File: src/rtl/clk_div_prog.sv
// rtl/clk_div_prog.sv - multi-channel programmable clock/tick divider with boundary-synchronous reconfiguration
module clk_div_prog #(
    parameter int unsigned CHANNELS    = 4,
    parameter int unsigned WIDTH       = 32,
    parameter int unsigned DEFAULT_DIV = 50000000,
    localparam int unsigned CH_W       = (CHANNELS > 1) ? $clog2(CHANNELS) : 1
) (
    input  logic                clk,
    input  logic                rst_n,
    input  logic                cfg_valid,
    output logic                cfg_ready,
    input  logic [CH_W-1:0]     cfg_ch,
    input  logic [WIDTH-1:0]    cfg_div,
    input  logic                cfg_mode,
    input  logic                cfg_en,
    output logic [CHANNELS-1:0] out,
    output logic [CHANNELS-1:0] tick
);

    localparam logic [WIDTH-1:0] DEF_D = (DEFAULT_DIV == 0) ? WIDTH'(1) : WIDTH'(DEFAULT_DIV);

    logic [CHANNELS-1:0] pnd_vec;
    logic [WIDTH-1:0]    cfg_div_fix;

    assign cfg_div_fix = (cfg_div == '0) ? WIDTH'(1) : cfg_div;

    // Channel numbers with no matching channel fall through with ready held high.
    always_comb begin
        cfg_ready = 1'b1;
        for (int i = 0; i < CHANNELS; i++) begin
            if (cfg_ch == CH_W'(i)) begin
                cfg_ready = ~pnd_vec[i];
            end
        end
    end

    for (genvar g = 0; g < CHANNELS; g++) begin : g_ch
        logic [WIDTH-1:0] count;
        logic [WIDTH-1:0] div_act;
        logic [WIDTH-1:0] div_pnd;
        logic             mode_act;
        logic             mode_pnd;
        logic             en_act;
        logic             pnd;
        logic             out_r;
        logic             tick_r;
        logic             hit;
        logic             boundary;

        assign hit      = cfg_valid && (cfg_ch == CH_W'(g)) && !pnd;
        assign boundary = en_act && (count == div_act - WIDTH'(1));

        always_ff @(posedge clk or negedge rst_n) begin
            if (!rst_n) begin
                count    <= '0;
                div_act  <= DEF_D;
                div_pnd  <= '0;
                mode_act <= 1'b0;
                mode_pnd <= 1'b0;
                en_act   <= 1'b1;
                pnd      <= 1'b0;
                out_r    <= 1'b0;
                tick_r   <= 1'b0;
            end else if (hit && !en_act) begin
                div_act  <= cfg_div_fix;
                mode_act <= cfg_mode;
                en_act   <= cfg_en;
                count    <= '0;
                out_r    <= 1'b0;
                tick_r   <= 1'b0;
                pnd      <= 1'b0;
            end else if (hit && !cfg_en) begin
                en_act   <= 1'b0;
                count    <= '0;
                out_r    <= 1'b0;
                tick_r   <= 1'b0;
                pnd      <= 1'b0;
            end else begin
                // A capture here never coincides with an apply: hit requires pnd clear.
                if (hit) begin
                    pnd      <= 1'b1;
                    div_pnd  <= cfg_div_fix;
                    mode_pnd <= cfg_mode;
                end
                if (!en_act) begin
                    count  <= '0;
                    out_r  <= 1'b0;
                    tick_r <= 1'b0;
                end else if (boundary) begin
                    count  <= '0;
                    tick_r <= 1'b1;
                    if (pnd) begin
                        out_r    <= 1'b0;
                        div_act  <= div_pnd;
                        mode_act <= mode_pnd;
                        pnd      <= 1'b0;
                    end else if (mode_act) begin
                        out_r <= 1'b1;
                    end else begin
                        out_r <= ~out_r;
                    end
                end else begin
                    count  <= count + WIDTH'(1);
                    tick_r <= 1'b0;
                    if (mode_act) begin
                        out_r <= 1'b0;
                    end
                end
            end
        end

        assign pnd_vec[g] = pnd;
        assign out[g]     = out_r;
        assign tick[g]    = tick_r;
    end

endmodule

File: config.mk
export PLATFORM = sky130hd
export DESIGN_NAME = clk_div_prog
export DESIGN_NICKNAME = d
export VERILOG_FILES = /design/src/rtl/clk_div_prog.sv
export SDC_FILE = /design/constraint.sdc
export NUM_CORES = 1
export LEC_CHECK = 0
export CORE_ASPECT_RATIO = 1.25
export CORE_MARGIN = 5
export CORE_UTILIZATION = 45
export DETAILED_ROUTE_END_ITERATION = 7
export SETUP_SLACK_MARGIN = 0.05
export SYNTH_ARGS = -nofsm -noshare
export SYNTH_HDL_FRONTEND = slang
export SYNTH_SLANG_ARGS = --single-unit
File: constraint.sdc
create_clock -name clk -period 3.6 [get_ports clk]
set_input_delay 0.54 -clock clk [delete_from_list [all_inputs] [get_ports clk]]
set_output_delay 0.54 -clock clk [all_outputs]
set_load 0.05 [all_outputs]
==> run metrics, run 1 <==
Synth top area share=38.6%; clock sink count=408; number of global-route vias before repair=18.1k; final net count=2487; period utilisation layout=93.9%; cell taking the most area after synthesis=dfrtp_1; peak supply drop=0.478 mV; WL per Instance=19.7 microns; Setup-failing EPs final=0; EDFF count, synth=0; P&R area growth vs syn=15.4%; clock skew=16.3 ps; most used cell along the critical path=or4_4; diode count=0; TritonCTS buffer count=45; dpl cells=3049; first-pass GRT wire length=99700 microns; syn_nets=2416; Final Hold Slack=-5.81 ps; die area=56000 sq um; Post-synth ARST share=100%; clk_lat worst skew=580 ps; synthesized instance count=2369; CTS tree=yes; final instance area=26700 sq um; failing checks=negative hold slack; drt initial violations=890; worst-path fanout max=23; cell area after placement=24900 sq um; commonest non-fill, non-tap cell in the layout=dfrtp_1; Pwr per Cell Area=727 nW/um^2; core area=50600 sq um; Leak=0.0110 uW; startpoint types=flip-flop; largest net degree at the start of global routing=92; Post-Route WL=61800 microns; final cell count without fillers=3134; GRT overflow=0; slowest cell on the critical path=or4_4; Yosys reg bits=408; critical path data arrival time=3890 ps; share of cells above drive strength 1=22.0%; Top FF cell, synth=dfrtp_1; Die W=213 microns; Post-DP HPWL=44100 microns; MaxCap Viol Count=0; commonest cells after routing, fill and taps aside=356 x dfrtp_1, 257 x nor2_1, 220 x mux2_2, 195 x nand2_1, 141 x xor2_1; RSZ-0062 raised after global routing=yes; fmax=0.296 GHz; Fin. Hold Viols=1; Starting Density=45.6%; IO buf count=47; outcome=finished with violations; maximum clock path buffer count=3; DR DRC count=0; Slew @ Worst Pin=1110 ps; Worst Setup End Kind=flip-flop; via/cell ratio=5.79; DR pass1 iterations=5; type of the worst setup path=reg -> reg; max incr delay on CP=570 ps; Die Span Y=263 microns; post-synth cell types=73; GRT Total Usage=21.9%; Avg Inst Size Synth=9.75 sq um; # H-tree levels=2; setup ws final=220 ps; GP Congestion=0.890; Root Buffer=clkbuf_16; row count=92; Post-Place Worst Slack=1.95 ps; Synth area leaders=dfrtp_1 39%, mux2_2 11%, dfstp_2 5.9%, xor2_1 5.3%, xnor2_1 5.0%; Via Count=18.1k; Antenna Nets Post-Route=0; post-layout min period=3380 ps; worst-path cell chain=or4_4 > or4_4 > or3_1 > a221oi_2 > o21ai_2 > nor4_4 > buf_4 > and3_2 > buf_12 > o31a_1; clk slew on worst S/H paths=70 ps; post-synthesis sequential area ratio=44.5%; Rel. slew slack=25.9%; fin. max-slew vios=0; Worst EP required=4110 ps; Ys Warns=0; worst hold path class=in -> async; IO Pins=48; antenna violations before repair=2; Synth Cell Area=23100 sq um
==> worst max-delay path, delay by kind of cell, from the launching register on <==
family	cells	cell delay, ps
compound gates	3	550
flops	1	410
simple gates	5	1990
buf+inv	2	360
==> final timing paths <==
check	startpoint	endpoint	slack, ps	cells past startpoint
setup / recovery	g_ch[3].div_act[1]	g_ch[3].div_act[12]	220	10
hold / removal	rst_n	g_ch[1].count[6]	-6	1
setup reg to reg	g_ch[3].div_act[1]	g_ch[3].div_act[12]	220	10
hold reg to reg	g_ch[1].div_pnd[10]	g_ch[1].div_pnd[10]	500	1
max in group asynchronous	rst_n	g_ch[0].div_act[25]	2670	2
min in group clk	g_ch[1].div_pnd[10]	g_ch[1].div_pnd[10]	500	1
==> cell usage after synthesis, types with 12 or more instances <==
| master | instances |
|---|---|
| a211oi_1 | 15 |
| a21oi_1 | 33 |
| a31oi_1 | 15 |
| a41oi_1 | 35 |
| and2_1 | 13 |
| and3_1 | 22 |
| and4_1 | 20 |
| buf_2 | 12 |
| buf_4 | 13 |
| clkbuf_1 | 137 |
| dfrtp_1 | 356 |
| dfstp_2 | 52 |
| inv_1 | 65 |
| mux2_2 | 220 |
| mux2i_1 | 21 |
| nand2_1 | 195 |
| nand2b_1 | 14 |
| nand3_1 | 109 |
| nand4_1 | 53 |
| nor2_1 | 264 |
| nor2b_1 | 14 |
| nor3_1 | 58 |
| nor4_1 | 63 |
| o211ai_1 | 36 |
| o21ai_0 | 56 |
| o31a_1 | 35 |
| or3_1 | 16 |
| or4_1 | 15 |
| xnor2_1 | 131 |
| xor2_1 | 141 |
==> logic make-up (layout without fill, tap and decap cells) <==
kind of cell,after synthesis,after routing,share of synthesized area (%)
DFF,408,408,44.5
and+or+nand+nor,913,913,19.7
buffers and inverters,236,342,4.18
AOI/OAI and AO/OA,289,290,9.06
adders and majority gates,8,8,0.433
xor gates and xnor gates,273,273,10.4
muxes,242,242,11.7
==> state kept, by name (all words and copies together) (netlist names) <==
| signal | flops |
|---|---|
| g_ch.count | 128 |
| g_ch.div_act | 128 |
| g_ch.div_pnd | 128 |
| g_ch.en_act | 4 |
| g_ch.mode_act | 4 |
| g_ch.mode_pnd | 4 |
| g_ch.out_r | 4 |
| g_ch.pnd | 4 |
| g_ch.tick_r | 4 |
==> timing repair <==
action,CTS,global route
pin swaps,1,5
hold buffers,0,0
buffers inserted,1,0
gates resized for setup,2,23
setup endpoints to repair,37,165
gates cloned,0,1
==> layout make-up <==
| type | instances | area [sq um] |
|---|---|---|
| timing repair buffer | 194 | 1710 |
| sequential | 408 | 10300 |
| fill | 4610 | 24000 |
| multi-input combinational | 1726 | 12000 |
| clock buffer | 60 | 1250 |
| inverter | 65 | 244 |
| tap | 658 | 823 |
| clock inverter | 23 | 320 |
==> through the flow <==
stage | TNS (ps) | hold slack, ps | utilization (%) | power, uW
3_5_place_dp | 0 | 492 | 49.2 | 14400
6_report | 0 | -5.81 | 52.6 | 19400
5_1_grt | 0 | 42.4 | 52.6 | 20600
3_3_place_gp | -399 | 485 | 49.2 | 14200
2_1_floorplan | 0 | 244 | - | 12000
4_1_cts | 0 | 0.660 | 52.4 | 19400
==> power breakdown <==
part / internal, uW / total, uW / switching [uW]
clock: 2960 / 4930 / 1970
sequential: 6180 / 7580 / 1390
combinational: 3300 / 6870 / 3570
==> metal layers <==
metal,share of wire [%],vias up,GRT usage [%]
met4,3.5,2,7.48
met2,50,383,37.4
li1,-,8536,-
met3,3.9,123,3.05
met5,0.021,-,0
met1,42,9094,28.5
Power figures use the tool's default switching activity.
==> run 2, diff against run 1 <==
==> constraint.sdc (replaced) <==
create_clock -name clk -period 3.6 [get_ports clk]
set_input_delay 0.72 -clock clk [delete_from_list [all_inputs] [get_ports clk]]
set_output_delay 0.72 -clock clk [all_outputs]
set_load 0.05 [all_outputs]
==> run 2 against run 1 <==
  * The run now ends clean
  * Worst setup slack better by 0.56 ps
  * Worst hold slack improved by 110 ps
  * Total power decreased by 0.56%
  * Core utilization grew 0.089 points
  * Global-route usage rose by 0.62 points
  * Critical endpoint is now g_ch[3].div_act[7]
  * Critical path depth rose by 2
  * First-iteration DRC count is 15% higher
  * Clock power is 4.7% lower
  * Clock skew up 13 ps
  * Wire length grew 1.9%
  * Via count decreased by 1.1%
  * Die area unchanged
==> run metrics, run 2 (synthesis gave the netlist of run 1 again) <==
Pwr per Cell Area=722 nW/um^2; Worst EP required=4120 ps; GRT overflow=0; outcome=completed; clk_lat worst skew=580 ps; RSZ-0062 raised after global routing=yes; fmax=0.296 GHz; startpoint types=flip-flop; Slew @ Worst Pin=1310 ps; cell family with most CP delay=simple AND/OR/NAND/NOR gates; CTS tree=yes; worst-path cell chain=or4_1 > buf_4 > nor4_1 > buf_4 > nand2_1 > o311ai_0 > o21ai_1 > nor4_4 > buf_6 > and3_4 > buf_12 > o31a_1; Starting Density=45.6%; Via Count=17.9k; IO buf count=47; TritonCTS buffer count=43; MaxCap Viol Count=0; WL per Instance=20.1 microns; core area=50600 sq um; clock skew=29.5 ps; Final Hold Slack=108 ps; Root Buffer=clkbuf_16; post-layout min period=3380 ps; sum of buffers and inverters on the critical path=4; antenna violations before repair=0; Filler cells=4593; commonest non-fill, non-tap cell in the layout=dfrtp_1; dpl cells=3047; fin. max-slew vios=0; Post-DP HPWL=44300 microns; clk slew on worst S/H paths=60 ps; slowest cell on the critical path=or4_1; final net count=2484; Fin. Hold Viols=0; Setup-failing EPs final=0; DR pass1 iterations=5; CTS Hold Bufs=0; Worst Setup End Kind=flip-flop; share of cells above drive strength 1=22.1%; Tot Pwr=19300 uW; IO Pins=48; FF-to-FF path depth=12; via/cell ratio=5.73; Die W=213 microns; die area=56000 sq um; GP Congestion=0.887; max incr delay on CP=680 ps; Rel. slew slack=12.4%; maximum clock path buffer count=3; type of the worst setup path=reg -> reg; # H-tree levels=2; Post-Route WL=62900 microns; drt initial violations=1023; worst hold path class=in -> async; first-pass GRT wire length=102000 microns; peak supply drop=0.494 mV; GRT Total Usage=22.5%; Die Span Y=263 microns; period utilisation layout=93.9%; Leak=0.0110 uW; Reg2Reg Setup Slack=220 ps; clock sink count=408; diode count=0; final cell count without fillers=3129; worst-path fanout max=15; critical path data arrival time=3900 ps; row count=92; P&R area growth vs syn=15.6%; most used cell along the critical path=buf_4; DR DRC count=0; largest net degree at the start of global routing=105; reg-to-reg endpoint=g_ch[3].div_act[7]; commonest cells after routing, fill and taps aside=355 x dfrtp_1, 257 x nor2_1, 220 x mux2_2, 195 x nand2_1, 141 x xor2_1; largest registers=g_ch.count (128), g_ch.div_act (128), g_ch.div_pnd (128); final core utilization=52.7%; Antenna Nets Post-Route=0; Crit Reg-Reg Startpoint=g_ch[3].div_act[11]; number of global-route vias before repair=18.2k
run 2: cell types whose count changed in the layout (fill, tap and decap cells not counted), moves of 2 or more:
cell and change:
clkinvlp_4 -2, clkbuf_8 +9, clkinv_4 -3, clkbuf_1 -2
nor4_1 -2, buf_12 +5, inv_6 -2, bufinv_16 -4
buf_4 -7
run 2: how the worst max path moves through the flow:
stage,start,end,cells after the start
2_1_floorplan,g_ch[3].div_act[4],g_ch[3].count[23],12
3_3_place_gp,g_ch[3].div_act[0],g_ch[3].div_act[31],12
3_5_place_dp,g_ch[3].div_act[1],g_ch[3].div_act[24],9
4_1_cts,g_ch[2].div_act[1],g_ch[2].div_act[26],11
5_1_grt,g_ch[1].div_act[0],g_ch[1].count[3],13
6_report,g_ch[3].div_act[11],g_ch[3].div_act[7],12
run 2: stage by stage:
| stage | TNS, ps | worst slack (ps) | instance area [sq um] |
|---|---|---|---|
| 6_report | 0 | 220 | 26700 |
| 5_1_grt | 0 | 31.6 | 26700 |
| 4_1_cts | 0 | 60.0 | 26500 |
| 3_5_place_dp | -583 | -48.5 | 25000 |
| 3_3_place_gp | 0 | 32.3 | 25000 |
| 2_1_floorplan | 0 | 58.7 | 23100 |
run 2: layer usage:
metal  GRT usage [%]  vias to the layer above  share of wire (%)  wire (microns)
li1                -                     8505                  -               -
met1            29.9                     8932                 43           26800
met2            38.0                      384                 50           31200
met3            2.66                      114                4.1            2560
met4            8.13                        0                3.8            2380
met5               0                        -                  0               0
run 2: where the power goes:
group / total [uW] / internal, uW / switching, uW
Combinational: 6930 / 3330 / 3600
Clock: 4700 / 2790 / 1920
Sequential: 7640 / 6180 / 1450
Total: 19300 / 12300 / 6970
run 2: final cells by class:
class                           count  area [sq um]  share of cell area [%]
Sequential cell                   408         10300                    38.5
Multi-Input combinational cell   1726         12100                    45.2
Tap cell                          658           823                    3.08
Timing Repair Buffer              193          1790                    6.69
Clock inverter                     13           158                   0.590
Clock buffer                       66          1340                    5.03
Inverter                           65           244                   0.914
run 2: worst register-to-register path: stages (launching register included):
cell      delay (ps)
dfrtp_1          370
or4_1            680
buf_4            220
nor4_1           290
buf_4            190
nand2_1           50
o311ai_0         480
o21ai_1          170
nor4_4           160
buf_6            160
and3_4           240
buf_12           150
o31a_1           140
run 2: timing repair:
action                                 CTS  global route
gates resized for setup                  2            33
setup endpoints to repair               90           200
endpoints found under the hold margin    0             0
pin swaps                                2             3
gates cloned                             1             1
setup buffers                            1             0
==> edit: new RTL, settings of run 1 <==
Set the parameter `CHANNELS` to 2 (it was 4).
--- a/src/rtl/clk_div_prog.sv
+++ b/src/rtl/clk_div_prog.sv
@@ -2,3 +2,3 @@
 module clk_div_prog #(
-    parameter int unsigned CHANNELS    = 4,
+    parameter int unsigned CHANNELS    = 2,
     parameter int unsigned WIDTH       = 32,
Interface: changed (resized cfg_ch, out and tick); port bits go from 48 to 43. No check against the original RTL was run, so the function may have changed too.
==> edit against run 1 <==
- the run ends with setup timing left
- setup slack worse by 320 ps
- sequential cell count is 204 lower
- sequential power is 49% lower
- core utilization is 2.4 points higher
- total power is 49% lower
- first-iteration DRC count is 48% lower
- synthesized area is 49% lower
- routed wire length is 48% lower
- design area is 46% lower
- critical endpoint is now g_ch[0].count[7]
==> edit: results (changes against run 1) <==
{
  "routedWlPerCell": {"value": 19.17, "unit": "µm", "change": "was 19.71 µm"},
  "vias_per_cell": {"value": 5.780, "change": "was 5.787"},
  "instance_count_after_placement_with_tap_cells_included": {"value": 1638, "change": "was 3049"},
  "grt_first_pass_wirelength": {"value": 52940, "unit": "µm", "change": "was 99680 µm"},
  "syn_inst": {"value": 1254, "change": "was 2369"},
  "status": {"value": "complete, but fails checks", "change": "unchanged"},
  "power.leakage": {"value": 5.554, "unit": "nW", "change": "was 11.01 nW"},
  "violations": {"value": "setup timing", "change": "was hold timing"},
  "grt_use_met2": {"value": 0.3806, "change": "was 0.3745"},
  "clkPwrFrac": {"value": 0.239, "change": "was 0.255"},
  "synth_commonest_cells": {"value": "178 x sky130_fd_sc_hd__dfrtp_1, 128 x sky130_fd_sc_hd__nor2_1, 109 x sky130_fd_sc_hd__nand2_1", "change": "was 356 x sky130_fd_sc_hd__dfrtp_1, 264 x sky130_fd_sc_hd__nor2_1, 220 x sky130_fd_sc_hd__mux2_2"},
  "cp_max_fo": {"value": 8, "change": "was 23"},
  "arrival": {"value": 4100, "unit": "ps", "change": "was 3890 ps"},
  "m1WireLength": {"value": 13660, "unit": "µm", "change": "was 26160 µm"},
  "finalClockSkew": {"value": 10.21, "unit": "ps", "change": "was 16.31 ps"},
  "drt-pass1-iter-count": {"value": 7, "change": "was 5"},
  "filler_cell_count_in_the_final_layout": {"value": 2361, "change": "was 4610"},
  "yosysSeqAreaShare": {"value": 0.4347, "change": "was 0.4449"},
  "clkLatencyLatePin": {"value": 510, "unit": "ps", "change": "was 580 ps"},
  "grt_start_max_net_pins": {"value": 95, "change": "was 92"},
  "final_layout_size_suffix_gt1_frac": {"value": 0.2200, "change": "was 0.2201"},
  "postLayoutSetupSlackWorst": {"value": -103.1, "unit": "ps", "change": "was 219.5 ps"},
  "cts-htree-levels": {"value": 1, "change": "was 2"},
  "groute.usage.overall": {"value": 0.2172, "change": "was 0.2189"},
  "gpl.final_weighted_congestion": {"value": 0.8860, "change": "was 0.8897"},
  "synth_top_cells_by_area": {"value": "sky130_fd_sc_hd__dfrtp_1 38%, sky130_fd_sc_hd__mux2_2 6.2%, sky130_fd_sc_hd__dfstp_2 5.8%", "change": "was sky130_fd_sc_hd__dfrtp_1 39%, sky130_fd_sc_hd__mux2_2 11%, sky130_fd_sc_hd__dfstp_2 5.9%"},
  "largestRegisters": {"value": "g_ch.count (64), g_ch.div_act (64), g_ch.div_pnd (64)", "change": "was g_ch.count (128), g_ch.div_act (128), g_ch.div_pnd (128)"},
  "buffer_ports.inserted": {"value": 42, "change": "was 47"},
  "use_met1": {"value": 0.2792, "change": "was 0.2848"},
  "initial_antenna_violation_count": {"value": 0, "change": "was 2"},
  "sequentialPowerShare": {"value": 0.392, "change": "was 0.391"},
  "yosysUniqueCellTypes": {"value": 65, "change": "was 73"},
  "finalSetupViolCount": {"value": 65, "change": "was 0"}
}
edit: cell types whose count changed in the layout (fill, tap and decap cells not counted), sizes merged, moves of 44 or more:
cell and change:
buf -50, dfrtp -178, inv -54, mux2 -156, nand2 -86, nor2 -136
o21ai -44, xnor2 -59, xor2 -77
edit: metrics by stage:
step	TNS (ps)	setup WS [ps]
global route	-11680	-207.0
detailed placement	-1823	-67.73
global placement	-2214	-88.16
floorplan	-1135	-56.02
CTS	-678.7	-48.26
finish	-3443	-103.1
edit: timing repair:
action	CTS	global route
resized for setup	15	41
pin swaps	5	16
endpoints found under the setup margin	67	119
setup buffers	3	4
cloned	2	3
edit: area by class of cell:
cell class / instances / area [µm²] / area share
clock buffers: 32 / 659.4 / 0.04623
clock inverters: 8 / 95.09 / 0.006667
inverters: 14 / 52.55 / 0.003684
multi-input cells: 948 / 6505 / 0.4561
flip-flops and latches: 204 / 5137 / 0.3602
well taps: 340 / 425.4 / 0.02982
repair buffers: 144 / 1389 / 0.09737
edit: cell families (layout without fill, tap and decap cells):
| family | Yosys count | after routing | share of synthesized area |
|---|---|---|---|
| mux | 69 | 69 | 0.06532 |
| xor+xnor | 136 | 136 | 0.1008 |
| flops | 204 | 204 | 0.4347 |
| compound gates | 180 | 180 | 0.1117 |
| buf+inv | 102 | 198 | 0.03621 |
| simple gates | 559 | 559 | 0.2471 |
| fa+ha+maj | 4 | 4 | 0.004235 |
edit: worst register-to-register path: cells and delay by family (launching register included):
| kind | cells | cell delay (ps) |
|---|---|---|
| AOI/OAI and AO/OA | 2 | 520 |
| buffers and inverters | 1 | 200 |
| DFF | 1 | 370 |
| and+or+nand+nor | 6 | 2520 |
